### src/rtl/ptos_pkg.sv
// Shared types and constants for the parallel-to-serial stimulus sequencer.
package ptos_pkg;

    typedef enum logic [2:0] {
        StIdle,
        StLoad,
        StSend,
        StGap,
        StDone
    } ptos_state_e;

    localparam int unsigned PTOS_MODE_CNT  = 0;
    localparam int unsigned PTOS_MODE_LFSR = 1;

    function automatic int unsigned ptos_max3(input int unsigned a, input int unsigned b,
                                              input int unsigned c);
        int unsigned m;
        m = a;
        if (b > m) m = b;
        if (c > m) m = c;
        return m;
    endfunction

endpackage

### src/rtl/ptos_stim_sequencer_pattern.sv
// Data word source: incrementing counter or Galois LFSR, loaded by init and advanced by step.
module ptos_pattern_gen import ptos_pkg::*; #(
    parameter int unsigned      WIDTH = 8,
    parameter int unsigned      MODE  = PTOS_MODE_CNT,
    parameter logic [WIDTH-1:0] SEED  = WIDTH'(8'hA5),
    parameter logic [WIDTH-1:0] TAPS  = WIDTH'(8'hB8)
) (
    input  logic             clock,
    input  logic             reset,
    input  logic             init,
    input  logic             step,
    output logic [WIDTH-1:0] data
);

    // An all-zero LFSR state would lock up, so a zero seed starts from 1 instead.
    localparam logic [WIDTH-1:0] INIT_WORD =
        (MODE == PTOS_MODE_LFSR && SEED == '0) ? WIDTH'(1) : SEED;

    logic [WIDTH-1:0] r_data;
    logic [WIDTH-1:0] w_next;

    always_comb begin
        if (MODE == PTOS_MODE_LFSR) begin
            w_next = (r_data >> 1) ^ (r_data[0] ? TAPS : '0);
        end else begin
            w_next = r_data + WIDTH'(1);
        end
    end

    always_ff @(posedge clock or negedge reset) begin
        if (!reset) begin
            r_data <= '0;
        end else if (init) begin
            r_data <= INIT_WORD;
        end else if (step) begin
            r_data <= w_next;
        end
    end

    assign data = r_data;

endmodule

### src/rtl/ptos_stim_sequencer.sv
// Handshaked burst sequencer driving load_send and the parallel word into a serializer.
module ptos_stim_sequencer import ptos_pkg::*; #(
    parameter int unsigned      WIDTH       = 8,
    parameter int unsigned      NUM_WORDS   = 4,
    parameter int unsigned      LOAD_CYCLES = 1,
    parameter int unsigned      GAP_CYCLES  = 2,
    parameter int unsigned      MODE        = PTOS_MODE_CNT,
    parameter logic [WIDTH-1:0] SEED        = WIDTH'(8'hA5),
    parameter logic [WIDTH-1:0] TAPS        = WIDTH'(8'hB8),
    localparam int unsigned     IDX_W       = (NUM_WORDS > 1) ? $clog2(NUM_WORDS) : 1
) (
    input  logic             clock,
    input  logic             reset,
    input  logic             start,
    input  logic             ready,
    output logic             load_send,
    output logic [WIDTH-1:0] data,
    output logic [IDX_W-1:0] word_idx,
    output logic             busy,
    output logic             done
);

    localparam int unsigned CW = $clog2(ptos_max3(WIDTH, LOAD_CYCLES, GAP_CYCLES) + 1);

    localparam logic [CW-1:0]    LOAD_LAST = CW'(LOAD_CYCLES - 1);
    localparam logic [CW-1:0]    SEND_LAST = CW'(WIDTH - 1);
    localparam logic [CW-1:0]    GAP_LAST  = CW'((GAP_CYCLES > 0) ? GAP_CYCLES - 1 : 0);
    localparam logic [IDX_W-1:0] IDX_LAST  = IDX_W'(NUM_WORDS - 1);

    ptos_state_e      r_state;
    logic [CW-1:0]    r_cnt;
    logic [IDX_W-1:0] r_word_idx;
    logic             r_load_send;
    logic             r_busy;
    logic             r_done;
    logic [1:0]       r_rst_sync;

    logic w_run;
    logic w_init;
    logic w_step;
    logic w_load_exit;
    logic w_send_end;
    logic w_last_word;

    // Reset asserts asynchronously but its release is retimed before a burst may begin.
    always_ff @(posedge clock or negedge reset) begin
        if (!reset) begin
            r_rst_sync <= 2'b00;
        end else begin
            r_rst_sync <= {r_rst_sync[0], 1'b1};
        end
    end

    assign w_run       = r_rst_sync[1];
    assign w_last_word = (r_word_idx == IDX_LAST);
    assign w_send_end  = (r_state == StSend) && (r_cnt == SEND_LAST);
    assign w_init      = (r_state == StIdle) && start && w_run;
    assign w_load_exit = (r_state == StLoad) && (r_cnt >= LOAD_LAST) && ready;
    assign w_step      = (w_send_end && !w_last_word && (GAP_CYCLES == 0)) ||
                         ((r_state == StGap) && (r_cnt == GAP_LAST));

    always_ff @(posedge clock or negedge reset) begin
        if (!reset) begin
            r_state     <= StIdle;
            r_cnt       <= '0;
            r_word_idx  <= '0;
            r_load_send <= 1'b0;
            r_busy      <= 1'b0;
            r_done      <= 1'b0;
        end else begin
            case (r_state)
                StIdle: begin
                    if (w_init) begin
                        r_state    <= StLoad;
                        r_cnt      <= '0;
                        r_word_idx <= '0;
                        r_busy     <= 1'b1;
                    end
                end
                StLoad: begin
                    if (w_load_exit) begin
                        r_state     <= StSend;
                        r_cnt       <= '0;
                        r_load_send <= 1'b1;
                    end else if (r_cnt < LOAD_LAST) begin
                        r_cnt <= r_cnt + CW'(1);
                    end
                end
                StSend: begin
                    if (w_send_end) begin
                        r_load_send <= 1'b0;
                        r_cnt       <= '0;
                        if (w_last_word) begin
                            r_state <= StDone;
                            r_done  <= 1'b1;
                        end else if (w_step) begin
                            r_state    <= StLoad;
                            r_word_idx <= r_word_idx + IDX_W'(1);
                        end else begin
                            r_state <= StGap;
                        end
                    end else begin
                        r_cnt <= r_cnt + CW'(1);
                    end
                end
                StGap: begin
                    if (w_step) begin
                        r_state    <= StLoad;
                        r_cnt      <= '0;
                        r_word_idx <= r_word_idx + IDX_W'(1);
                    end else begin
                        r_cnt <= r_cnt + CW'(1);
                    end
                end
                StDone: begin
                    r_state <= StIdle;
                    r_done  <= 1'b0;
                    r_busy  <= 1'b0;
                end
                default: begin
                    r_state <= StIdle;
                end
            endcase
        end
    end

    ptos_pattern_gen #(
        .WIDTH (WIDTH),
        .MODE  (MODE),
        .SEED  (SEED),
        .TAPS  (TAPS)
    ) u_pattern (
        .clock (clock),
        .reset (reset),
        .init  (w_init),
        .step  (w_step),
        .data  (data)
    );

    assign load_send = r_load_send;
    assign word_idx  = r_word_idx;
    assign busy      = r_busy;
    assign done      = r_done;

endmodule

### config.mk
export PLATFORM = sky130hd
export DESIGN_NAME = ptos_stim_sequencer
export DESIGN_NICKNAME = d
export VERILOG_FILES = /design/src/rtl/ptos_pkg.sv /design/src/rtl/ptos_stim_sequencer_pattern.sv /design/src/rtl/ptos_stim_sequencer.sv
export SDC_FILE = /design/constraint.sdc
export NUM_CORES = 1
export LEC_CHECK = 0
export CAP_MARGIN = 20
export CORE_AREA = 8 8 60 62
export CTS_CLUSTER_DIAMETER = 100
export DETAILED_ROUTE_END_ITERATION = 6
export DIE_AREA = 0 0 68 70
export GPL_TIMING_DRIVEN = 0
export MAX_ROUTING_LAYER = met4
export PLACE_DENSITY = 0.71
export SKIP_LAST_GASP = 1
export SYNTH_ARGS = -nofsm -noshare
export SYNTH_HDL_FRONTEND = slang
export SYNTH_HIERARCHICAL = 1
export SYNTH_SLANG_ARGS = --single-unit
### constraint.sdc
create_clock -name clock -period 3.48 [get_ports clock]
set_input_delay 0.696 -clock clock [delete_from_list [all_inputs] [get_ports clock]]
set_output_delay 0.696 -clock clock [all_outputs]
set_load 0.1 [all_outputs]
# [Word-level counts from Yosys, hierarchy flattened]
# Cells that the tools add are included.
[classes] addsub=3 n_mux=28 magnitude_cmp=2 eq_ne=14 reduce_logical=19
[op_table] op="$mux 4" count=5
[op_table] op="$mux 8" count=2
[op_table] op="$pmux 4 s4" count=1
[op_table] op="$mux 3" count=5
[op_table] op="$pmux 3 s4" count=1
[op_table] op="$mux 2" count=5
[op_table] op="$reduce_and 3->1" count=3
[op_table] op="$add 8x1->8 const B" count=1
[op_table] op="$ne 2x2->1 const B" count=4
[op_table] op="$reduce_and 4->1" count=2
[op_table] op="$reduce_bool 2->1" count=4
[op_table] op="$eq 3x2->1 const B" count=2
[op_table] op="$logic_and 1x1->1" count=6
[op_table] op="$pmux 1 s2" count=3
[op_table] op="$pmux 2 s3" count=1
[op_table] op="$mux 1" count=5
[op_table] op="$add 4x1->4 const B" count=1
[op_table] op="$eq 4x1->1 const B" count=1
[op_table] op="$eq 4x3->1 const B" count=1
[op_table] op="$ge 4x1->1 const B" count=1
[op_table] op="$lt 4x1->1 const B" count=1
[op_table] op="$ne 2x1->1 const B" count=2
[op_table] op="$reduce_bool 4->1" count=1
[op_table] op="$eq 3x1->1 const B" count=1
[op_table] op="other kinds (7)" count=7
[word_totals] reg_bits=22 wordCells=74 out_inout_bits=13 inputBits=4

# [Depth between registers and ports, before layout]
# Gate-level depths: netlist (run 1).
[logic_depth] ltp_word=6 ltp_mapped=9

# [By module]
# Netlist (run 1), hierarchy kept.
[modules_own_cells] module="ptos_stim_sequencer" seq_area_each_um2=350.3 n_inst=1 area_per_inst_um2=787.0 cells_per_inst=74
[modules_own_cells] module="ptos_pattern_gen" seq_area_each_um2=200.2 n_inst=1 area_per_inst_um2=381.6 cells_per_inst=35

# [Worst setup path before layout (run 1)]
# OpenSTA, ideal clock, no wires.
[synth_path] kind="register to register" from="register r_cnt[1]" to="register u_pattern.r_data[5], in the netlist u_pattern/data[5]" setup_slack_ns=1.553 required_time_ns=3.348 path_stages_with_launch=10 setup_ns=0.132 t_arrival_ns=1.795 path_cell_list="dfrtp_1 -> inv_1 -> ha_1 -> nor3b_4 -> nand3_2 -> clkinv_2 -> buf_4 -> nand4_1 -> o21ai_1 -> or3b_1"
[synth_between] elab_chain_cells=3
[synth_lines] item="start, declared" line_no="ptos_stim_sequencer.sv:31" source="logic [CW-1:0] r_cnt;"
[synth_lines] item="start signal, assigned" line_no="ptos_stim_sequencer.sv:86" source="r_cnt <= r_cnt + CW'(1);"
[synth_lines] item="start signal, assigned" line_no="ptos_stim_sequencer.sv:103" source="r_cnt <= r_cnt + CW'(1);"
[synth_lines] item="start signal, assigned" line_no="ptos_stim_sequencer.sv:112" source="r_cnt <= r_cnt + CW'(1);"
[synth_lines] item="$eq 4x1->1" line_no="ptos_stim_sequencer.sv:60" source="((r_state == StGap) && (r_cnt == GAP_LAST));"
[synth_lines] item="$logic_and 1x1->1" line_no="ptos_stim_sequencer.sv:60"
[synth_lines] item="net w_step" line_no="ptos_stim_sequencer.sv:40" source="logic w_step;"
[synth_lines] item="$reduce_bool 2->1 (no source line)"
[synth_lines] item="end signal, assigned" line_no="ptos_stim_sequencer_pattern.sv:36" source="r_data <= w_next;"
[synth_lines] item="end, declared" line_no="ptos_stim_sequencer_pattern.sv:19" source="logic [WIDTH-1:0] r_data;"
# The timed path passes the listed nets, and every way through them passes these cells.
# A chain may end at the register's enable or synchronous reset.

# [Final worst setup path (run 1)]
[layout_path] from="register u_pattern.r_data[0], in the netlist u_pattern/data[0]" to="output port data[0]"
[layout_lines] item="end, declared" line_no="ptos_stim_sequencer.sv:17" source="output logic [WIDTH-1:0] data,"
# No word-level cell between the ends.

==> results of run 1 <==
-- state kept, by name (all words and copies together), names as in the netlist --
name	count
r_state	3
word_idx	2
load_send	1
u_pattern/data	8
done	1
r_rst_sync	2
busy	1
r_cnt	4
-- report_power, final --
group	leakage, nW	switching, mW	internal (mW)
registers	0.257	0.0581	0.308
logic	0.293	0.369	0.187
clock network	0.0138	0.0770	0.0405
total	0.565	0.504	0.536
-- worst max path at each step --
| stage | startpoint | endpoint | slack, ns | cells after the start |
|---|---|---|---|---|
| 2_1_floorplan | r_cnt[1]$_DFFE_PN0P_ | u_pattern/data[5]$_DFFE_PN0P_ | 1.55 | 9 |
| 3_3_place_gp | u_pattern/data[2]$_DFFE_PN0P_ | data[2] | 1.18 | 1 |
| 3_5_place_dp | u_pattern/data[2]$_DFFE_PN0P_ | data[2] | 1.19 | 1 |
| 4_1_cts | u_pattern/data[2]$_DFFE_PN0P_ | data[2] | 0.83 | 1 |
| 5_1_grt | u_pattern/data[0]$_DFFE_PN0P_ | data[0] | 0.79 | 1 |
| 6_report | u_pattern/data[0]$_DFFE_PN0P_ | data[0] | 0.86 | 1 |
-- kinds of logic (layout without fill, tap and decap cells) --
logic type | after synthesis | in the layout | share of synthesized area
flops | 22 | 22 | 0.471
mux | 3 | 3 | 0.0257
compound gates | 27 | 27 | 0.154
other cells | 1 | 1 | 0.00321
xor+xnor | 5 | 5 | 0.0375
buf+inv | 8 | 28 | 0.0439
simple gates | 39 | 39 | 0.222
fa+ha+maj | 4 | 4 | 0.0428
-- placed cells by master (no fill, tap or decap), types with 3 or more instances in the layout --
cell,Yosys,final
dfrtp_1,22,22
clkdlybuf4s50_1,0,16
o21ai_1,8,8
a21oi_1,6,6
nand2_1,5,5
nor2_1,5,5
nor3_1,4,4
nand2b_1,4,4
ha_1,4,4
buf_6,2,3
mux2i_1,3,3
nand3b_1,3,3
or3_1,3,3
clkbuf_4,0,3
nand4_1,3,3
xor2_1,3,3
-- metal layers --
metal  share of wire  global-route usage  vias up
met1            0.49               0.128      417
met3           0.034              0.0239        4
li1                -                   -      437
met4           0.010              0.0410        0
met2            0.46               0.165       10
met5               0                   -        -
-- cells in the mapped netlist, types with 3 or more instances --
library cell / instances / share of area
nor2_1: 5 / 0.016
ha_1: 4 / 0.043
a21oi_1: 6 / 0.026
nor3_1: 4 / 0.017
nand2b_1: 4 / 0.021
nand4_1: 3 / 0.016
nand2_1: 5 / 0.016
xor2_1: 3 / 0.022
o21ai_1: 8 / 0.034
dfrtp_1: 22 / 0.47
or3_1: 3 / 0.016
nand3b_1: 3 / 0.019
mux2i_1: 3 / 0.026
-- area by class of cell --
class	count	area, µm²
well taps	31	38.8
flip-flops and latches	22	551
repair buffers	17	171
inverters	4	16.3
plain buffers	4	35.0
multi-input cells	79	567
clock buffers	3	22.5
fillers	262	1260
-- per-stage QoR --
stage / setup slack, ns / utilization
3_3_place_gp: 1.18 / 0.514
3_5_place_dp: 1.19 / 0.514
4_1_cts: 0.831 / 0.522
2_1_floorplan: 1.55 / -
5_1_grt: 0.785 / 0.526
6_report: 0.857 / 0.526
==> results.md, run 1 <==
* Post-synth EDFFs at 0
* Ys Warns at 6
* R2r startpoint: r_cnt[1]$_DFFE_PN0P_
* Chip width at around 68 µm
* Vias at slightly below 900
* Via density at 5.43
* Post-CTS setup buffers at 0
* CP peak stage delay at approximately 1.2 ns
* FF-to-FF setup slack at about 1.4 ns
* Residual DRC count at 0
* Relative slew slack at 0.350
* Main synth FF type: dfrtp_1
* Maximum clock frequency at between 300 and 400 MHz
* Initial antenna violation count at 0
* Slew Limit Fails at 0
* Final Hold Viols at 0
* Syn Area/Cell at approximately 11 µm²
* CTS buffer count at 3
* Die area at ~4800 µm²
* Hold buffers post-CTS at 0
* Post-route cell area at 1400 µm²
* Cell depth of the worst hold path at 0
* Tightest Hold Check Type: register to register
* Worst Max-Slew Pin Slew at 0.972 ns
* Seq/Total Area, Yosys at 0.471
* Placer Congestion at roughly 0.86
* Outcome: finished clean
* Detailed Route WL at 2290 µm
* Row count at 19
* Final nets at approximately 140
* HPWL after detailed placement at roughly 1800 µm
* Pre-antenna DRT Iters at 4
* Root Driver: clkbuf_4
* DR WL/cell at 14.3 µm
* Crit-path cells: clkdlybuf4s50_1
* First-pass GRT wire length at 3940 µm
* Placeable Area at 2660 µm²
* Clk Latency, worst-skew pair at a little over 0.3 ns
* Worst EP required at 2.78 ns
* Unrepaired setup endpoints after global routing: no
* Global Route Usage Sum at 0.106
* FF-to-FF path depth at 9
* Final Critical Period at 2.62 ns
* Layout Cells excl Fill at 160
* Syn Inst Count at about 110
* Final worst path period share at 0.754
* Power per Cell Area at around 740 nW/µm²
* Critical path launch point type: register
* Vias in the first global route at ~880
* Area grow syn2layout at 19.9%
* Worst r2r dst: u_pattern/data[5]$_DFFE_PN0P_
* Largest net degree at the start of global routing at 23
* Crit-path max FO at 5
* Overall power at between 1 and 1.5 mW
* DIE HEIGHT at 70 µm
* Syn Nets at ~120
* Layout cells sized above 1 at 0.147
* Cell count after placement at around 160
* #FFs+latches synth at 22
* Slowest-stage cell, CP: clkdlybuf4s50_1
* Initial cell density of the core at 0.439
* CP Class: register to primary output
* CTS clock-pin slew for the worst setup and hold paths at approximately 0.13 ns
* Cts repair resizes at 0
* Fin Setup TNS at 0 ns
* Congestion Overflow GR at 0
* Setup violators final at 0
* H-tree Lvls at 1
* Synth Cell Area at ~1200 µm²
* CP delay by family, top: buffers and inverters
* Ports at 17
* Pleak at around 0.56 nW
* Num Clock Sinks at 22
* Clk buf depth at 2
* Yosys cell types at between 40 and 50
* DR iter-0 viols at 17
* Hold-critical path endpoint: r_rst_sync[1]$_DFF_PN0_
* WP data arrival at a little under 2 ns
* WHS at ~0.35 ns
* N_diodes at 0
* Worst Skew at around 0.016 ns
* CTS tree: yes
* # port buffers at 16
* Final antenna-violating net count at 0
* Min-Delay Startpoint: r_rst_sync[0]$_DFF_PN0_
* Worst Setup End Kind: primary output
* Placed Area at ~1400 µm²
* Max Cap Viol at 0
* Worst Path Buf+Inv at 1
* Max IR drop VDD at around 0.53 mV
* FFs w/ async S/R, synth at 1.00
Power figures use the tool's default switching activity.
==> run 2, diff against run 1 <==
Clock period 3.48 ns to 2.7 ns, I/O delays scaled along.
==> results of run 2 <==
The final DEF is identical to that of run 1. Status: finished clean.
Main changes from that run: setup slack after placement 1.19 ns -> 0.567 ns; setup slack after layout 0.857 ns -> 0.233 ns; register-to-register setup slack 1.36 ns -> 0.58 ns; total power 1.04 mW -> 1.34 mW; worst IR drop on VDD 0.528 mV -> 0.680 mV
==> run 3, diff against run 2 <==
Settings changed: CORE_AREA 8 8 60 62 to 8 8 67 69, DIE_AREA 0 0 68 70 to 0 0 75 77, PLACE_DENSITY 0.71 to 0.65, SYNTH_HIERARCHICAL 1 to default.
==> run 3 against run 2 <==
  * Clock skew decreased by 0.0078 ns
  * Synthesized area is 0.64% lower
  * Critical endpoint is now data[3]
  * Critical path type unchanged
  * Critical path depth stayed put
==> results.md, run 3 <==
* Residual DRC count at 0
* CTS clock-pin slew for the worst setup and hold paths at around 0.12 ns
* Chip width at between 70 and 80 µm
* Synth top area share at 0.474
* Final Hold Viols at 0
* Clk buf depth at 2
* Cell count after placement at between 150 and 200
* CP delay by family, top: buffers and inverters
* Unrepaired setup endpoints after global routing: no
* DR WL met2 at 1230 µm
* Final nets at between 100 and 150
* Synth top cells by count: dfrtp_1 (22), nand3_1 (8), o21ai_0 (8)
* Filler cells at 360
* Synth Cell Area at ~1200 µm²
* Congestion Overflow GR at 0
* Yosys cell types at 37
* Crit-path cells: clkdlybuf4s50_1
* Synth area leaders: dfrtp_1 (47%), mux2i_1 (5.2%), ha_1 (4.3%)
* Clk Latency, worst-skew pair at 0.31 ns
* Detailed Route WL at 2540 µm
* Post-Synth XOR/XNOR Area at 0
* Worst EP required at between 2 and 2.5 ns
* Post-synthesis mux area share at 0.0614
* Cts repair resizes at 0
* Max Used Layer: met4
* Fin Setup TNS at 0 ns
* Global Route Usage Sum at 0.0941
* Final antenna-violating net count at 0
* PnR worst setup slack at 0.241 ns
* Post-route cell area at about 1400 µm²
* Simple-gate share of the synthesized area at 0.230
* Largest net degree at the start of global routing at 23
* Layout Cells excl Fill at 180
* Worst Skew at between 0.007 and 0.008 ns
* Slew Limit Fails at 0
* Register area at 551 µm²
* Syn Nets at 120
* Area leader, netlist: dfrtp_1
* Initial antenna violation count at 0
* Max Cap Viol at 0
* Power per Cell Area at just under 1000 nW/µm²
* Routed met1 length at 1190 µm
* Most common cell in the netlist: dfrtp_1
* Critical path launch point type: register
* Setup violators final at 0
* Relative slew slack at 0.350
* Synth Area in Adders at 0.0431
* Outcome: finished clean
* Final Critical Period at 2.46 ns
* Largest register FFs at 8
* Worst slack, placed at 0.577 ns
* Main synth FF type: dfrtp_1
* Die area at between 5000 and 6000 µm²
* Placeable Area at approximately 3500 µm²
* CTS tree: yes
* FFs w/ async S/R, synth at 1.00
* Worst Setup End Kind: primary output
* Syn Area/Cell at between 10 and 15 µm²
* WP data arrival at around 1.9 ns
* Max IR drop VDD at about 0.38 mV
* Most frequent cells in the layout: dfrtp_1 (22), clkdlybuf4s50_1 (16), nand3_1 (8), o21ai_0 (8)
* Syn Inst Count at 112
* Most common cell after layout, fill and taps aside: dfrtp_1
* Pre-antenna DRT Iters at 4
* Layout cells sized above 1 at 0.0758
* Seq/Total Area, Yosys at 0.474
* Vias in the first global route at between 800 and 900
* CP Class: register to primary output
* DIE HEIGHT at around 77 µm
* Row count at 22
* Met3 WL at 94 µm
* DR iter-0 viols at a little over 50
* Area grow syn2layout at 22.2%
* Worst Max-Slew Pin Slew at 0.972 ns
* Via density at between 5 and 6
* Post-synth EDFFs at 0
* Num Clock Sinks at 22
* Ports at 17
* Ys Warns at 0
* Pleak at 0.592 nW
* Initial cell density of the core at 0.332
* WHS at 0.366 ns
* Largest family of logic cells by synthesized area: simple AND/OR/NAND/NOR gates
* Tightest Hold Check Type: register to register
* Maximum clock frequency at about 400 MHz
* DR WL/cell at 14.1 µm
* HPWL after detailed placement at ~1900 µm
* Root Driver: clkbuf_4
* N_diodes at 0
* Worst Path Buf+Inv at 1
* Post-CTS setup buffers at 0
* Multi-input gate area at between 500 and 600 µm²
* CTS buffer count at 3
* Placed Area at 1380 µm²
* CP peak stage delay at approximately 1.2 ns
* Slowest-stage cell, CP: clkdlybuf4s50_1
* Final worst path period share at 0.911
* Hold buffers post-CTS at 0
* Crit-path max FO at 6
* H-tree Lvls at 1
* #FFs+latches synth at 22
* # port buffers at 16
* First-pass GRT wire length at 4220 µm
* Vias at ~940
* Placer Congestion at 0.816
* Synth Area in Compound Gates at 0.150
[run 3: cell types whose count changed after synthesis, moves of 4 or more]
cell     before  now
nand3_1       0    8
o21ai_1       8    0
o21ai_0       2    8
a31oi_1       1    5
nor3_1        4    0
[run 3: cells by family (layout without fill, tap and decap cells)]
logic type	count (synthesis)	in the layout
AOI/OAI and AO/OA	28	28
adders and majority gates	4	4
buffers and inverters	10	30
DFF	22	22
muxes	7	7
other	1	1
and+or+nand+nor	40	40
[run 3: final cells by class]
type                    count  share of cell area
multi-input cells          80               0.399
flip-flops and latches     22               0.388
repair buffers             17               0.123
well taps                  48              0.0423
plain buffers               5              0.0185
clock buffers               3              0.0159
inverters                   5              0.0132
[run 3: through the flow]
| step | power [mW] | utilization |
|---|---|---|
| finish | 1.37 | 0.406 |
| global route | 1.45 | 0.406 |
| CTS | 1.38 | 0.402 |
| detailed placement | 1.22 | 0.395 |
| global placement | 1.21 | 0.395 |
| floorplan | 1.05 | - |
[run 3: path summary, 6_finish.rpt]
kind	startpoint	end	slack [ns]	depth (start not counted)
worst min register to register	r_rst_sync[0]$_DFF_PN0_	r_rst_sync[1]$_DFF_PN0_	0.37	0
max in group asynchronous	reset	u_pattern.data[4]$_DFFE_PN0P_	1.75	2
worst min-delay path	r_rst_sync[0]$_DFF_PN0_	r_rst_sync[1]$_DFF_PN0_	0.37	0
worst max-delay path	u_pattern.data[3]$_DFFE_PN0P_	data[3]	0.24	1
worst max register to register	r_cnt[1]$_DFFE_PN0P_	word_idx[0]$_DFFE_PN0P_	1.03	6
min in group asynchronous	reset	r_rst_sync[0]$_DFF_PN0_	0.51	1
[run 3: metal layers]
layer / up-vias / global-route usage
met4: 0 / 0.0412
met3: 2 / 0.0169
met5: - / -
met1: 459 / 0.115
li1: 461 / -
met2: 15 / 0.145
[run 3: where the power goes]
| part | switching (mW) | leakage (nW) | internal [mW] |
|---|---|---|---|
| Combinational | 0.491 | 0.314 | 0.228 |
| Clock | 0.0980 | 0.0138 | 0.0521 |
| Sequential | 0.0939 | 0.264 | 0.404 |
